--- config.mk ---
export PLATFORM = sky130hd
export DESIGN_NAME = stream_upsizer
export DESIGN_NICKNAME = d
export VERILOG_FILES = /design/src/rtl/stream_upsizer.sv
export SDC_FILE = /design/constraint.sdc
export NUM_CORES = 1
export LEC_CHECK = 0
export BUFFER_PORTS_ARGS = -buffer_cell sky130_fd_sc_hd__buf_2
export CAP_MARGIN = 10
export CORE_ASPECT_RATIO = 1.75
export CORE_MARGIN = 3
export CORE_UTILIZATION = 56
export CTS_CLUSTER_SIZE = 24
export DETAILED_ROUTE_END_ITERATION = 16
export PLACE_DENSITY = 0.85
export SETUP_SLACK_MARGIN = 0.15
export SKIP_CTS_REPAIR_TIMING = 1
export SLEW_MARGIN = 25
export SYNTH_ARGS = -nofsm -noshare
export SYNTH_HDL_FRONTEND = slang
export SYNTH_SLANG_ARGS = --single-unit
--- constraint.sdc ---
create_clock -name clk -period 2.8 [get_ports clk]
set_input_delay 0.84 -clock clk [delete_from_list [all_inputs] [get_ports clk]]
set_output_delay 0.84 -clock clk [all_outputs]
set_load 0.03 [all_outputs]
--- src/rtl/stream_upsizer.sv ---
// Narrow-to-wide stream packer: RATIO input beats form one output word,
// with early flush on s_last and a contiguous per-lane keep mask.
module stream_upsizer #(
  parameter int IN_WIDTH = 32,
  parameter int RATIO    = 4
) (
  input  logic                      clk,
  input  logic                      rst_n,
  input  logic                      s_vld,
  output logic                      s_rdy,
  input  logic [IN_WIDTH-1:0]       s_pld,
  input  logic                      s_last,
  output logic                      m_vld,
  input  logic                      m_rdy,
  output logic [IN_WIDTH*RATIO-1:0] m_pld,
  output logic [RATIO-1:0]          m_keep,
  output logic                      m_last
);

  localparam int CW = (RATIO > 1) ? $clog2(RATIO) : 1;
  localparam logic [CW-1:0] CNT_MAX = CW'(RATIO - 1);

  logic [IN_WIDTH*RATIO-1:0] pld_q, pld_d;
  logic [RATIO-1:0]          keep_q, keep_d;
  logic                      last_q, last_d;
  logic                      vld_q, vld_d;
  logic [CW-1:0]             cnt_q, cnt_d;
  logic                      acc;
  logic                      xfer;

  assign s_rdy = !vld_q || m_rdy;
  assign acc   = s_vld && s_rdy;
  assign xfer  = vld_q && m_rdy;

  assign m_vld  = vld_q;
  assign m_pld  = pld_q;
  assign m_keep = keep_q;
  assign m_last = last_q;

  always_comb begin
    pld_d  = pld_q;
    keep_d = keep_q;
    last_d = last_q;
    vld_d  = vld_q;
    cnt_d  = cnt_q;
    // A departing word clears the buffer so a same-cycle
    // accept restarts cleanly at lane 0.
    if (xfer) begin
      vld_d  = 1'b0;
      pld_d  = '0;
      keep_d = '0;
      last_d = 1'b0;
      cnt_d  = '0;
    end
    if (acc) begin
      for (int i = 0; i < RATIO; i++) begin
        if (cnt_q == CW'(i)) begin
          pld_d[i*IN_WIDTH +: IN_WIDTH] = s_pld;
          keep_d[i] = 1'b1;
        end
      end
      if (s_last || cnt_q == CNT_MAX) begin
        vld_d  = 1'b1;
        last_d = s_last;
        cnt_d  = '0;
      end else begin
        cnt_d = cnt_q + 1'b1;
      end
    end
  end

  always_ff @(posedge clk or negedge rst_n) begin
    if (!rst_n) begin
      pld_q  <= '0;
      keep_q <= '0;
      last_q <= 1'b0;
      vld_q  <= 1'b0;
      cnt_q  <= '0;
    end else begin
      pld_q  <= pld_d;
      keep_q <= keep_d;
      last_q <= last_d;
      vld_q  <= vld_d;
      cnt_q  <= cnt_d;
    end
  end

endmodule

==> flow_summary.yaml <==
clock_tree:
  worstSkewPairLatency_ns: 0.41
  cts_tree: "built"
  root_buffer: "clkbuf_16"
  cts_max_path_buffers: 2
  cts_sinks: 136
  numCtsBuffers: 17
  cts.clk_slew.worst_paths_ns: 0.06
  htreeDepth: 4
critical_path:
  arrival_ns: 1.58
  r2r-start: "cnt_q[0]"
  critPathRequiredTime_ns: 1.96
  start_kind: "primary input"
  criticalPathCategory: "in2out"
  crit_start: "m_rdy"
  cp_max_fo: 24
  endpoint_kind: "output port"
layout:
  finalNonFillerCells: 897
  mostFrequentLayoutCells: "169 x buf_2, 136 x dfrtp_1, 130 x nand2_1"
  post-route-util_pct: 73.8
  drive_gt1_share_pct: 28.9
  final_common_cell: "buf_2"
  nFillCells: 709
  diodes: 0
  final_area_sq_um: 7400
  regArea_sq_um: 3400
  area_growth_pct: 25.9
  fin_nets: 801
  multi_input_area_sq_um: 2150
global_routing:
  gr-total-overflow: 0
  grt_pass1_vias: 5459
  grt_max_degree: 83
  grtUsageTotal_pct: 29.7
  antenna_found_initial: 0
  grt_pass1_wl_microns: 28100
placement:
  port-buffer-count: 171
  pre_cts_slack_ns: 0.373
  dp.cells: 866
  dpl_cell_area_sq_um: 6780
  dp_hpwl_microns: 11300
  place_congestion: 0.854
floorplanning:
  io_pins: 172
  die-width_microns: 83.5
  die_area_sq_um: 11800
  die_h_microns: 142
  core_sq_um: 10000
  initial_core_util_pct: 58.6
  row_count: 48
power_and_ir_drop:
  power_mw: 9.54
  power_density_nw_per_um2: 1290
  leakagePower_nw: 3.70
  ir_worst_vdd_mv: 0.685
flow_run:
  cap_violations: 0
timing:
  finalSetupViolCount: 0
  tightestPinTransition_ns: 0.784
  fin_skew_ns: 0.00805
  rsz0062_at_grt: "false"
  min_period_ns: 2.42
  tns_ns: 0
  whs_ns: 0.435
  setup_ws_ns: 0.384
  final.period_utilization_pct: 86.3
  finalMaxSlewViolations: 0
  fmax_mhz: 414
  relSlewSlack_pct: 47.8
  hold_violations: 0
status:
  status: "finished, final reports clean"
hold_path:
  min_path_type: "in2async"
routing:
  vias: 5657
  first_pass_iters: 5
  avgViaCountPerCell: 6.31
  drt_iter0_drc: 699
  antenna_left: 0
  wire_per_inst_microns: 19.6
  drc: 0
  drt-total-wl_microns: 17500
yosys:
  syn_inst: 623
  synth.distinct_cells: 25
  synth-warning-count: 0
  seq_area_frac_synth_pct: 57.9
  syn_area_per_cell_sq_um: 9.44
  synth_area_sq_um: 5880
  ys_ff_latch: 136
  synthesis.nets: 664
==> cells by family (layout without fill, tap and decap cells) <==
kind of cell	Yosys count	after routing	share of synthesized area [%]
AOI/OAI and AO/OA	139	139	12.3
DFF	136	136	57.9
buffers and inverters	75	224	5.76
xor gates and xnor gates	1	1	0.149
adders and majority gates	4	4	0.851
and+or+nand+nor	268	268	23.1
==> where the power goes <==
group	internal (mW)	total, mW	switching [mW]	leakage [nW]
Sequential	2.72	3.19	0.469	1.81
Combinational	1.03	4.00	2.97	1.58
Clock	1.55	2.34	0.786	0.307
==> layout make-up <==
type | count | area share, %
clock buffers | 23 | 6.45
flip-flops and latches | 136 | 46.0
repair buffers | 190 | 14.3
inverters | 3 | 0.152
multi-input cells | 412 | 29.1
well taps | 125 | 2.11
clock inverters | 8 | 1.94
==> critical path, cell delays in order <==
cell and delay (ns):
buf_2 0.15, nand2b_4 0.30, buf_2 0.28
==> registers in the layout, summed over array words and instances (netlist names) <==
| name | flops |
|---|---|
| m_vld | 1 |
| m_keep | 4 |
| m_last | 1 |
| cnt_q | 2 |
| m_pld | 128 |
==> per-layer routing <==
metal | up-vias | global-route usage (%) | wire length [microns]
met1 | 2761 | 35.1 | 6260
met4 | 0 | 12.4 | 520
met2 | 341 | 52.5 | 9450
li1 | 2505 | - | -
met5 | - | 0 | 0
met3 | 50 | 6.22 | 1320
==> Yosys cell counts <==
cell        n  area (sq um)
nor2_1      2          7.51
buf_2      32           160
a32o_1      1          10.0
o21ai_0    42           210
inv_1       3          11.3
a31oi_1     1          6.26
nand2_1   131           492
clkbuf_2    2          10.0
and3_4      3          33.8
buf_4       2          15.0
nand2b_1    1          6.26
nor2b_1     1          6.26
and3_1      1          6.26
buf_6       1          11.3
nand4_1   129           807
o221ai_1    1          8.76
xor2_1      1          8.76
a21o_1      5          37.5
o21ai_1    87           435
a21oi_1     1          5.00
ha_1        4          50.1
a311oi_1    1          8.76
dfrtp_1   136          3400
buf_1       3          11.3
clkbuf_1   32           120
==> path summary, 6_finish.rpt <==
path | to | slack [ns] | cells after the start
hold reg to reg | m_keep[1] | 0.47 | 1
min in group clk | m_keep[1] | 0.47 | 1
setup / recovery | s_rdy | 0.38 | 3
hold / removal | m_pld[15] | 0.44 | 1
max in group asynchronous | m_pld[30] | 1.74 | 2
setup reg to reg | m_pld[118] | 0.80 | 4
(Power assumes the default switching activity.)
